**config.mk**
```make
export PLATFORM = sky130hd
export DESIGN_NAME = i2c_bus_scheduler
export DESIGN_NICKNAME = d
export VERILOG_FILES = /design/src/rtl/i2c_sched_pkg.sv /design/src/rtl/i2c_sched_rr_arbiter.sv /design/src/rtl/i2c_bus_scheduler.sv
export SDC_FILE = /design/constraint.sdc
export NUM_CORES = 1
export LEC_CHECK = 0
export ABC_AREA = 1
export BUFFER_PORTS_ARGS = -buffer_cell sky130_fd_sc_hd__buf_2
export CORE_MARGIN = 3
export CORE_UTILIZATION = 40
export CTS_CLUSTER_DIAMETER = 100
export DETAILED_ROUTE_END_ITERATION = 8
export PLACE_DENSITY = 0.75
export SLEW_MARGIN = 20
export SYNTH_ARGS = -nofsm -noshare
export SYNTH_HDL_FRONTEND = slang
export SYNTH_SLANG_ARGS = --single-unit
```
**constraint.sdc**
```tcl
create_clock -name clk -period 3.25 [get_ports clk]
set_input_delay 0.65 -clock clk [delete_from_list [all_inputs] [get_ports clk]]
set_output_delay 0.65 -clock clk [all_outputs]
set_load 0.01 [all_outputs]
```
**src/rtl/i2c_sched_pkg.sv**
```systemverilog
// i2c_sched_pkg: shared widths, FSM state type and byte-count clamp for the I2C bus scheduler
package i2c_sched_pkg;
    localparam int ADDR_W    = 7;
    localparam int BYTES_W   = 5;
    localparam int DATA_W    = 32;
    localparam int MAX_BYTES = 4;

    typedef enum logic [1:0] {IDLE, LAUNCH, RUN, DONE} sched_state_e;

    function automatic logic [BYTES_W-1:0] clamp_bytes(input logic [BYTES_W-1:0] b);
        return (b > BYTES_W'(MAX_BYTES)) ? BYTES_W'(MAX_BYTES) : b;
    endfunction
endpackage

```
**src/rtl/i2c_sched_rr_arbiter.sv**
```systemverilog
// i2c_sched_rr_arbiter: combinational round-robin pick of the first set request at or after ptr
module i2c_sched_rr_arbiter #(
    parameter int NUM_REQ = 4,
    parameter int IDX_W   = 2
) (
    input  logic [NUM_REQ-1:0] req,
    input  logic [IDX_W-1:0]   ptr,
    output logic [IDX_W-1:0]   grant,
    output logic               any_req
);
    logic [IDX_W-1:0] idx;

    // walk slots upward from ptr with wrap-around, first hit wins
    always_comb begin
        grant   = '0;
        any_req = 1'b0;
        idx     = ptr;
        for (int k = 0; k < NUM_REQ; k++) begin
            if (!any_req && req[idx]) begin
                grant   = idx;
                any_req = 1'b1;
            end
            idx = (idx == IDX_W'(NUM_REQ - 1)) ? '0 : idx + 1'b1;
        end
    end
endmodule

```
**src/rtl/i2c_bus_scheduler.sv**
```systemverilog
// i2c_bus_scheduler: round-robin sharing of one i2c_master; optional abort timer via I2C_BUS_SCHEDULER_TIMEOUT_EN
module i2c_bus_scheduler
    import i2c_sched_pkg::*;
#(
    parameter int NUM_REQ        = 4,
    parameter int TIMEOUT_CYCLES = 2000000
) (
    input  logic                   clk,
    input  logic                   rst_n,
    input  logic [NUM_REQ-1:0]     req,
    input  logic [NUM_REQ*7-1:0]   req_addr,
    input  logic [NUM_REQ-1:0]     req_rw,
    input  logic [NUM_REQ*5-1:0]   req_bytes,
    input  logic [NUM_REQ*32-1:0]  req_wdata,
    output logic [NUM_REQ-1:0]     req_ack,
    output logic [NUM_REQ-1:0]     done,
    output logic [31:0]            rdata,
    output logic                   rd_valid,
    output logic                   timeout_err,
    output logic                   m_start,
    output logic [6:0]             m_addr,
    output logic                   m_rw,
    output logic [4:0]             m_bytes,
    output logic [31:0]            m_wdata,
    input  logic                   m_busy,
    input  logic                   m_valid,
    input  logic [31:0]            m_data_in
);
    localparam int IDX_W = (NUM_REQ > 1) ? $clog2(NUM_REQ) : 1;

    if (NUM_REQ < 1 || NUM_REQ > 8 || TIMEOUT_CYCLES < 1) begin : g_bad_cfg
        $error("i2c_bus_scheduler: NUM_REQ must be 1..8 and TIMEOUT_CYCLES >= 1");
    end

    sched_state_e         state_q, state_d;
    logic [IDX_W-1:0]     ptr_q, ptr_d, gnt_q, gnt_d, arb_idx;
    logic                 arb_any, grant_en, tmo;
    logic                 busy_meta_q, busy_s_q, valid_meta_q, valid_s_q;
    logic                 m_start_q, m_start_d, m_rw_q, m_rw_d;
    logic [ADDR_W-1:0]    m_addr_q, m_addr_d;
    logic [BYTES_W-1:0]   m_bytes_q, m_bytes_d;
    logic [DATA_W-1:0]    m_wdata_q, m_wdata_d, rdata_q, rdata_d;
    logic [NUM_REQ-1:0]   req_ack_q, req_ack_d, done_q, done_d, gnt_oh;
    logic                 rd_valid_q, rd_valid_d, timeout_err_q, timeout_err_d;

    i2c_sched_rr_arbiter #(.NUM_REQ(NUM_REQ), .IDX_W(IDX_W)) u_arb (
        .req     (req),
        .ptr     (ptr_q),
        .grant   (arb_idx),
        .any_req (arb_any)
    );

    assign grant_en = (state_q == IDLE) && !busy_s_q && arb_any;
    assign gnt_oh   = NUM_REQ'(1) << gnt_q;

    // master status is asynchronous; keep tracking it through reset so IDLE sees a live busy
    always_ff @(posedge clk) begin
        busy_meta_q  <= m_busy;
        busy_s_q     <= busy_meta_q;
        valid_meta_q <= m_valid;
        valid_s_q    <= valid_meta_q;
    end

`ifdef I2C_BUS_SCHEDULER_TIMEOUT_EN
    logic [31:0] tmo_cnt_q, tmo_cnt_d;

    // per-transaction cycle budget, restarted on every grant
    always_comb begin
        tmo_cnt_d = grant_en ? '0 : (state_q == LAUNCH || state_q == RUN) ? tmo_cnt_q + 32'd1 : tmo_cnt_q;
    end

    assign tmo = (state_q == LAUNCH || state_q == RUN) && (tmo_cnt_q + 32'd1 == 32'(TIMEOUT_CYCLES));

    // timeout counter register
    always_ff @(posedge clk) begin
        if (!rst_n) tmo_cnt_q <= '0;
        else        tmo_cnt_q <= tmo_cnt_d;
    end
`else
    assign tmo = 1'b0;
`endif

    // grant, launch, wait for the master, then report; completion outputs are registered on entry to DONE
    always_comb begin
        state_d       = state_q;
        ptr_d         = ptr_q;
        gnt_d         = gnt_q;
        m_addr_d      = m_addr_q;
        m_rw_d        = m_rw_q;
        m_bytes_d     = m_bytes_q;
        m_wdata_d     = m_wdata_q;
        m_start_d     = 1'b0;
        req_ack_d     = '0;
        done_d        = '0;
        rdata_d       = '0;
        rd_valid_d    = 1'b0;
        timeout_err_d = 1'b0;
        case (state_q)
            IDLE: begin
                if (grant_en) begin
                    state_d   = LAUNCH;
                    gnt_d     = arb_idx;
                    ptr_d     = (arb_idx == IDX_W'(NUM_REQ - 1)) ? '0 : arb_idx + 1'b1;
                    m_addr_d  = req_addr[ADDR_W*arb_idx +: ADDR_W];
                    m_rw_d    = req_rw[arb_idx];
                    m_bytes_d = clamp_bytes(req_bytes[BYTES_W*arb_idx +: BYTES_W]);
                    m_wdata_d = req_wdata[DATA_W*arb_idx +: DATA_W];
                    req_ack_d = NUM_REQ'(1) << arb_idx;
                end
            end
            LAUNCH: begin
                if (tmo) begin
                    state_d       = DONE;
                    done_d        = gnt_oh;
                    timeout_err_d = 1'b1;
                end else if (busy_s_q) begin
                    state_d = RUN;
                end else begin
                    m_start_d = 1'b1;
                end
            end
            RUN: begin
                if (tmo) begin
                    state_d       = DONE;
                    done_d        = gnt_oh;
                    timeout_err_d = 1'b1;
                end else if (!busy_s_q) begin
                    state_d    = DONE;
                    done_d     = gnt_oh;
                    rdata_d    = m_rw_q ? m_data_in : '0;
                    rd_valid_d = m_rw_q & valid_s_q;
                end
            end
            default: state_d = IDLE;
        endcase
    end

    // state and output registers
    always_ff @(posedge clk) begin
        if (!rst_n) begin
            state_q       <= IDLE;
            ptr_q         <= '0;
            gnt_q         <= '0;
            m_start_q     <= 1'b0;
            m_addr_q      <= '0;
            m_rw_q        <= 1'b0;
            m_bytes_q     <= '0;
            m_wdata_q     <= '0;
            req_ack_q     <= '0;
            done_q        <= '0;
            rdata_q       <= '0;
            rd_valid_q    <= 1'b0;
            timeout_err_q <= 1'b0;
        end else begin
            state_q       <= state_d;
            ptr_q         <= ptr_d;
            gnt_q         <= gnt_d;
            m_start_q     <= m_start_d;
            m_addr_q      <= m_addr_d;
            m_rw_q        <= m_rw_d;
            m_bytes_q     <= m_bytes_d;
            m_wdata_q     <= m_wdata_d;
            req_ack_q     <= req_ack_d;
            done_q        <= done_d;
            rdata_q       <= rdata_d;
            rd_valid_q    <= rd_valid_d;
            timeout_err_q <= timeout_err_d;
        end
    end

    assign req_ack     = req_ack_q;
    assign done        = done_q;
    assign rdata       = rdata_q;
    assign rd_valid    = rd_valid_q;
    assign timeout_err = timeout_err_q;
    assign m_start     = m_start_q;
    assign m_addr      = m_addr_q;
    assign m_rw        = m_rw_q;
    assign m_bytes     = m_bytes_q;
    assign m_wdata     = m_wdata_q;
endmodule

```
==> impl_metrics.toml, run 1 <==
[cts]
clkLatencyLatePin_ns = 0.35
hold_buffers = 0
cts_buffers = 9
cts_buffer_depth = 2
cts_sinks = 97
post_cts_buffers = 0
clkTransAtPathRegs_ns = 0.07
cts_resized = 0
cts_root_buffer = "clkbuf_16"
cts_tree = "done"
htree_levels = 3

[placed_design]
dp_hpwl_mm = 12.8
pre_cts_ws_ns = 0.532
port_buffers = 306
place_congestion = 0.901

[floorplanning]
start_util_pct = 41.5
rows = 40
io_pins = 308
dieArea_mm2 = 0.0140
core_mm2 = 0.0122
die_y_um = 118
die_w_um = 118

[power_and_ir_drop]
power_density_mw_per_mm2 = 1030
combPwrFrac_pct = 59.6
power_uw = 7200
p_int_uw = 3790
leakagePower_uw = 0.00386
power.clock.fraction_pct = 17.0
switching_share_pct = 47.3
seq_power_share_pct = 23.4
ir_drop_uv = 639
switching_power_uw = 3410

[critical_path]
cpPeakStageDelay_ns = 0.51
start_kind = "flip-flop"
crit_path_end_kind = "flip-flop"
worstPathArrival_ns = 3.02
cpMostUsedCell = "nand2_1"
worstSetupPathType = "reg -> reg"
worstPathRequired_ns = 3.53
crit_slowest_cell = "inv_4"
cp_cell_sequence = "ha_1 > inv_2 > nand2_1 > nand2_1 > nand2_1 > nor2_1 > nor2_2 > nand3_4 > nand3_4 > inv_4 > nor2_1 > nor2_1 > o21ai_0 > nand3_1 > nand2_1 > inv_1"
path_max_fanout = 70

[synth]
synth_warnings = 0
synth_cell_types = 35
synth_area_per_cell_um2 = 6.72
synth_cells = 752
ys_ff_latch = 97
synth_fp_nets = 976
synth.cell_area_mm2 = 0.00505
yosysSeqAreaShare_pct = 38.4

[outcome]
status = "complete, no violations"

[detailed_routing]
dr_total_vias = 5765
avgViaCountPerCell = 4.79
drt_pass1_iterations = 6
wl_mm = 16.8
wl_per_cell_um = 14.0
drtIter0Drc = 383
ant_nets = 0
drc_errors = 0

[finish]
final_util_pct = 57.3
final_common_cell = "buf_2"
syn_to_final_growth_pct = 37.9
drive_gt1_share_pct = 33.5
nNetsFinal = 1255
n_antenna_cell = 0
final_cell_mix = "306 x buf_2, 188 x nor2_1, 100 x nand2_1"

[grt]
grt_overflow = 0
grt_util_met1_pct = 27.7
grt_max_degree = 83
grt_pass1_vias = 5114
antenna_found_initial = 1
globalRouteMet3Util_pct = 5.45
grtUsageTotal_pct = 22.9
grt-busiest-layer = "met2"
grt_pass1_wl_mm = 25.9
met2_usage_pct = 39.5

[sta]
worstMarginPinSlew_ns = 0.732
finalCritPeriodShare_pct = 84.2
finClkSkew_ns = 0.0142
hold_violations = 0
finalCriticalPeriod_ns = 2.74
fmax_mhz = 366
setup-violations-final = 0
drv_slew = 0
rsz0062_at_grt = "no"
fin_ws_ns = 0.515
finalSetupTns_ns = 0
slew_headroom_pct = 51.2

[job]
drv_cap = 0

[min_path]
hold_path.class = "reg -> reg"
-- power groups by stage --
stage | clock network (µW) | logic [µW] | registers [µW]
after floorplan | 0 | 3250 | 1820
after global placement | 0 | 4290 | 1700
after detailed placement | 0 | 4310 | 1710
after CTS | 1240 | 4320 | 1690
after global routing | 1300 | 4840 | 1730
final | 1220 | 4290 | 1690
-- cell families (layout without fill, tap and decap cells) --
family	Yosys count	after routing	synth area share, %
simple gates	379	379	32.7
buf+inv	148	432	13.0
compound gates	123	123	14.8
flops	97	97	38.4
fa+ha+maj	4	4	0.991
other cells	1	1	0.0742
-- cell type report --
cell class,instances,area (µm²)
Sequential cell,97,1940
Inverter,102,385
Fill cell,1211,5200
Tap cell,168,210
Clock inverter,6,115
Timing Repair Buffer,314,1630
Multi-Input combinational cell,507,2450
Clock buffer,10,229
-- final timing paths --
kind / to / slack [ns] / start / depth (start not counted)
setup / recovery: m_wdata[8] / 0.51 / ptr_q[0] / 16
hold / removal: valid_s_q / 0.33 / valid_meta_q / 0
hold reg to reg: valid_s_q / 0.33 / valid_meta_q / 0
setup reg to reg: m_wdata[8] / 0.51 / ptr_q[0] / 16
-- worst max-delay path: cells and delay by family (launching register included) --
kind | cells | cell delay, ns
flip-flops | 1 | 0.46
buffers and inverters | 3 | 0.71
adder cells (fa/ha/maj) | 1 | 0.39
AO/OA/AOI/OAI | 1 | 0.10
AND/OR/NAND/NOR | 11 | 0.96
-- metrics by stage --
| step | area [µm²] | hold WS [ns] | cells |
|---|---|---|---|
| after floorplan | 5050 | 0.310 | 752 |
| after global placement | 6620 | 0.313 | 1188 |
| after detailed placement | 6620 | 0.317 | 1188 |
| after CTS | 6960 | 0.333 | 1204 |
| after global routing | 6960 | 0.347 | 1204 |
| final | 6960 | 0.333 | 1204 |
-- metal layers --
metal / vias up / wire length (µm) / part of all wire, %
met2: 282 / 8060 / 48
met5: - / 18 / 0.11
met4: 2 / 410 / 2.4
li1: 2942 / - / -
met1: 2509 / 6870 / 41
met3: 30 / 1450 / 8.6
-- state kept, by name (all words and copies together) (netlist names), 2 cells and up --
signal   count
ptr_q        2
done         4
m_addr       7
state_q      2
gnt_q        2
m_wdata     32
rdata       32
req_ack      4
m_bytes      5
-- synthesized netlist by cell type, drive strengths merged --
cell	number	area [µm²]
nor2	191	743
nand2	105	412
inv	100	378
dfxtp	97	1940
o21ai	58	290
nand3	50	280
o211ai	40	300
buf	33	220
or2	24	150
a31oi	18	113
clkbuf	13	50.0
nand4	6	52.6
ha	4	50.1
a211oi	3	22.5
a21oi	3	15.0
nor3	3	15.0
clkinv	2	7.51
conb	1	3.75
o22ai	1	6.26
(Power assumes the default switching activity.)
==> run 2, diff against run 1 <==
--- a/config.mk
+++ b/config.mk
@@ -8,10 +8,10 @@
 export ABC_AREA = 1
 export BUFFER_PORTS_ARGS = -buffer_cell sky130_fd_sc_hd__buf_2
 export CORE_MARGIN = 3
-export CORE_UTILIZATION = 40
+export CORE_UTILIZATION = 39
 export CTS_CLUSTER_DIAMETER = 100
 export DETAILED_ROUTE_END_ITERATION = 8
-export PLACE_DENSITY = 0.75
+export PLACE_DENSITY = 0.76
 export SLEW_MARGIN = 20
 export SYNTH_ARGS = -nofsm -noshare
 export SYNTH_HDL_FRONTEND = slang
==> constraint.sdc (replaced) <==
create_clock -name clk -period 2.27 [get_ports clk]
set_input_delay 0.454 -clock clk [delete_from_list [all_inputs] [get_ports clk]]
set_output_delay 0.454 -clock clk [all_outputs]
set_load 0.01 [all_outputs]
==> run 2 against run 1 <==
  * Sequential cell count is the same
  * Clock-buffer cell count is the same
  * Final area grew 8.3%
  * Final cell count grew 3.2%
  * Critical path depth shrank 2
  * Setup slack lost 0.47 ns
  * First-iteration DRC count shrank 0.78%
  * Critical endpoint is now ptr_q[0]
  * Sequential power grew 42%
==> impl_metrics.toml, run 2 (same netlist as run 1, synthesis figures left out) <==
[placed_design]
place_area_mm2 = 0.00688
dp_hpwl_mm = 13.7
pre_cts_ws_ns = -0.0116
placed_cells = 1211
place_congestion = 0.966
port_buffers = 306

[sta]
drv_slew = 0
finalCritPeriodShare_pct = 98.1
rsz0062_at_grt = "yes"
finClkSkew_ns = 0.00953
hold_violations = 0
fmax_mhz = 449
fin_ws_ns = 0.0424
finalCriticalPeriod_ns = 2.23
whs_ns = 0.219
setup-violations-final = 0

[finish]
drive_gt1_share_pct = 39.1
fin_area_mm2 = 0.00754
syn_to_final_growth_pct = 49.3
nFillCells = 1164
final_cell_mix = "306 x buf_2, 174 x nor2_1, 95 x dfxtp_1"
final_util_pct = 61.2
stdcell_count = 1243
nNetsFinal = 1292
final_common_cell = "buf_2"
seq_area_mm2 = 0.00194
multi_input_area_mm2 = 0.00258

[floorplanning]
dieArea_mm2 = 0.0144
core_mm2 = 0.0123
io_pins = 308
die_y_um = 120
die_w_um = 120
rows = 40
start_util_pct = 41.0

[detailed_routing]
dr_total_vias = 5970
drt_pass1_iterations = 5
ant_nets = 0
drtIter0Drc = 380
drc_errors = 0
wl_mm = 18.2
wl_per_cell_um = 14.6
avgViaCountPerCell = 4.80

[critical_path]
worstSetupPathType = "reg -> reg"
crit_path_end_kind = "flip-flop"
cp_cell_sequence = "ha_4 > nor2_4 > buf_4 > nand2_1 > nand2_1 > nor2_2 > nor2_4 > nor2_2 > buf_4 > nand3_1 > nand3_2 > buf_6 > buf_4 > a211oi_1"
cpPeakStageDelay_ns = 0.34
start_kind = "flip-flop"
critical_path.startpoint = "ptr_q[0]"
reg2reg_from = "ptr_q[0]"
worstPathArrival_ns = 2.46
worstPathRequired_ns = 2.51
cpMostUsedCell = "buf_4"
path_max_fanout = 6
crit_slowest_cell = "dfxtp_2"

[power_and_ir_drop]
ir_drop_uv = 882
leakagePower_uw = 0.00411
power_density_mw_per_mm2 = 1580

[grt]
grt_pass1_wl_mm = 25.7
grt-busiest-layer = "met2"
grt_max_degree = 43
globalRouteMet3Util_pct = 5.23
antenna_found_initial = 3
met2_usage_pct = 39.4
grt_util_met1_pct = 26.7
grt_overflow = 0
grt_pass1_vias = 5174
grtUsageTotal_pct = 22.7

[outcome]
status = "complete, no violations"

[cts]
clkLatencyLatePin_ns = 0.34
htree_levels = 3
cts_root_buffer = "clkbuf_16"
cts_tree = "done"
cts_sinks = 97
clkTransAtPathRegs_ns = 0.07
cts_buffers = 9
cts_buffer_depth = 2

[min_path]
hold_path.class = "in -> reg"
min_from = "m_valid"

[job]
drv_cap = 0
-- run 2: worst max-delay path, delay by kind of cell (launching register included) --
kind / cells / cell delay, ns
AO/OA/AOI/OAI: 1 / 0.27
AND/OR/NAND/NOR: 8 / 0.75
adder cells (fa/ha/maj): 1 / 0.17
flip-flops: 1 / 0.34
buffers and inverters: 4 / 0.58
-- run 2: final cells by class --
| cell class | count | area share [%] |
|---|---|---|
| Tap cell | 168 | 2.79 |
| Clock buffer | 10 | 3.04 |
| Inverter | 102 | 5.36 |
| Clock inverter | 6 | 0.863 |
| Sequential cell | 97 | 25.8 |
| Multi-Input combinational cell | 507 | 34.3 |
| Antenna cell | 2 | 0.0664 |
| Timing Repair Buffer | 351 | 27.8 |
-- run 2: worst paths after layout --
| path | endpoint | cells past startpoint | slack [ns] |
|---|---|---|---|
| setup / recovery | ptr_q[0] | 14 | 0.04 |
| hold / removal | valid_meta_q | 1 | 0.22 |
| setup reg to reg | ptr_q[0] | 14 | 0.04 |
| hold reg to reg | busy_s_q | 0 | 0.32 |
-- run 2: stage by stage --
stage | power [µW] | TNS (ns)
finish | 11900 | 0
global placement | 9330 | -0.0292
global route | 12900 | -2.92
CTS | 11000 | 0
floorplan | 7250 | 0
detailed placement | 9370 | -0.0305
-- run 2: metal layers --
metal	vias up	wire, µm
li1	3019	-
met1	2591	7090
met2	323	8870
met3	35	1700
met4	2	526
met5	-	13
-- run 2: repair_timing --
action / 4_1_cts / 5_1_grt
resized for setup: 2 / 61
pin swaps: 1 / 10
setup endpoints to repair: 23 / 52
hold buffers: 0 / 0
gates cloned: 0 / 5
buffers inserted: 0 / 9
-- run 2: power by group --
group          leakage (µW)  internal, µW  total, µW  switching, µW
Sequential         0.000794          2160       2400            239
Combinational       0.00317          3400       8000           4600
Clock              0.000143           859       1520            660
Total               0.00411          6430      11900           5500
==> run 3, diff against run 2 <==
--- a/config.mk
+++ b/config.mk
@@ -11,7 +11,7 @@
 export CORE_UTILIZATION = 39
 export CTS_CLUSTER_DIAMETER = 100
 export DETAILED_ROUTE_END_ITERATION = 8
-export PLACE_DENSITY = 0.76
+export PLACE_DENSITY_LB_ADDON = 0.05
 export SLEW_MARGIN = 20
 export SYNTH_ARGS = -nofsm -noshare
 export SYNTH_HDL_FRONTEND = slang
==> run 3 against run 2 <==
  * Total power shrank 6.7%
  * Maximum frequency grew 1.6%
  * Critical endpoint is now m_wdata[1]
  * Final cell count shrank 0.88%
  * Clock-buffer cell count is the same
  * Sequential share of layout area grew 0.86 points
  * Worst hold slack lost 0.012 ns
  * Setup slack gained 0.036 ns
  * Wire length shrank 4.0%
  * Critical path type unchanged
  * Core utilization shrank 2.0 points
  * Clock skew grew 0.0019 ns
  * Critical path depth grew 1
  * Combinational power shrank 9.8%
==> impl_metrics.toml, run 3 (same netlist as run 1, synthesis figures left out) <==
[cts]
clkLatencyLatePin_ns = 0.34
cts_buffer_depth = 2
cts_buffers = 9
cts_root_buffer = "clkbuf_16"
cts_tree = "done"
clkTransAtPathRegs_ns = 0.07
hold_buffers = 0
htree_levels = 3
cts_sinks = 97

[floorplanning]
die_w_um = 120
rows = 40
core_mm2 = 0.0123
dieArea_mm2 = 0.0144
start_util_pct = 41.0
die_y_um = 120
io_pins = 308

[finish]
final_common_cell = "buf_2"
syn_to_final_growth_pct = 44.4
final_cell_mix = "306 x buf_2, 176 x nor2_1, 97 x nand2_1"
nNetsFinal = 1282
nFillCells = 1285
drive_gt1_share_pct = 37.2
final_util_pct = 59.3

[placed_design]
port_buffers = 306
dp_hpwl_mm = 13.6
place_congestion = 0.879

[critical_path]
cpPeakStageDelay_ns = 0.34
path_max_fanout = 32
crit_slowest_cell = "dfxtp_2"
crit_path_end_kind = "flip-flop"
cp_cell_sequence = "buf_4 > inv_2 > nand2_4 > nand2_1 > nand2_1 > nand2_1 > nand2_2 > nand4_4 > nand3_4 > buf_12 > or2_1 > o211ai_1 > nand3_1 > nand2_1 > inv_1"
worstSetupPathType = "reg -> reg"
worstPathArrival_ns = 2.43
cp_top_family = "simple AND/OR/NAND/NOR gates"
start_kind = "flip-flop"
cpMostUsedCell = "nand2_1"
crit_buf_inv = 4
worstPathRequired_ns = 2.51

[grt]
antenna_found_initial = 1
grt_pass1_vias = 5235
grt_overflow = 0
grtUsageTotal_pct = 22.6
grt_pass1_wl_mm = 26.1
grt_max_degree = 51

[sta]
whs_ns = 0.207
finClkSkew_ns = 0.0114
fmax_mhz = 456
rsz0062_at_grt = "yes"
setup-violations-final = 0
drv_slew = 0
finalCriticalPeriod_ns = 2.19
finalCritPeriodShare_pct = 96.6
hold_violations = 0

[power_and_ir_drop]
ir_drop_uv = 941
power_uw = 11100
power_density_mw_per_mm2 = 1530
leakagePower_uw = 0.00401

[detailed_routing]
ant_nets = 0
avgViaCountPerCell = 4.67
dr_total_vias = 5751
drt_pass1_iterations = 6
wl_per_cell_um = 14.2
drtIter0Drc = 234
drc_errors = 0
wl_mm = 17.5

[job]
drv_cap = 0

[min_path]
hold_path.class = "in -> reg"

[outcome]
status = "complete, no violations"
-- run 3: cell count changes in the layout (fill, tap and decap cells not counted), sizes merged --
| cell | delta |
|---|---|
| buf | -7 |
| clkbuf | -3 |
| clkinv | +1 |
| clkinvlp | -1 |
| diode | -1 |
-- run 3: worst paths after layout --
path / startpoint / end / slack [ns] / cells after the start
max: ptr_q[0] / m_wdata[1] / 0.08 / 15
min: m_busy / busy_meta_q / 0.21 / 1
max reg2reg: ptr_q[0] / m_wdata[1] / 0.08 / 15
min reg2reg: valid_meta_q / valid_s_q / 0.33 / 0
-- run 3: where the power goes --
part           switching (µW)  internal, µW  total, µW
Clock                     660           861       1520
Sequential                225          2160       2390
Combinational            4260          2950       7220
-- run 3: timing repair --
action / 4_1_cts / 5_1_grt
setup buffers: 0 / 3
gates cloned: 0 / 3
endpoints found under the setup margin: 3 / 49
hold endpoints to repair: 0 / 0
pin swaps: 0 / 8
gates resized for setup: 2 / 28
-- run 3: metal layers --
layer  vias to the layer above  routed length, µm  GRT usage (%)
met1                      2518               7120           26.6
met3                        22               1370           5.47
li1                       2994                  -              -
met5                         -                  0              0
met4                         0                346           7.59
met2                       217               8630           40.3
-- run 3: cell type report --
| type | instances | area (µm²) | share of cell area (%) |
|---|---|---|---|
| Timing Repair Buffer | 341 | 1920 | 26.4 |
| Sequential cell | 97 | 1940 | 26.7 |
| Inverter | 102 | 389 | 5.33 |
| Multi-Input combinational cell | 507 | 2530 | 34.7 |
| Clock inverter | 6 | 66.3 | 0.909 |
| Antenna cell | 1 | 2.50 | 0.0343 |
| Clock buffer | 10 | 229 | 3.14 |
| Tap cell | 168 | 210 | 2.88 |
-- run 3: stage by stage --
step,setup slack [ns],setup TNS (ns),cell area (µm²),std cells
6_report,0.0781,0,7300,1232
5_1_grt,-0.0417,-0.604,7300,1232
4_1_cts,0.0278,0,7120,1225
3_5_place_dp,-0.00440,-0.00540,6820,1209
3_3_place_gp,0.0189,0,6820,1209
2_1_floorplan,0.0718,0,5050,752
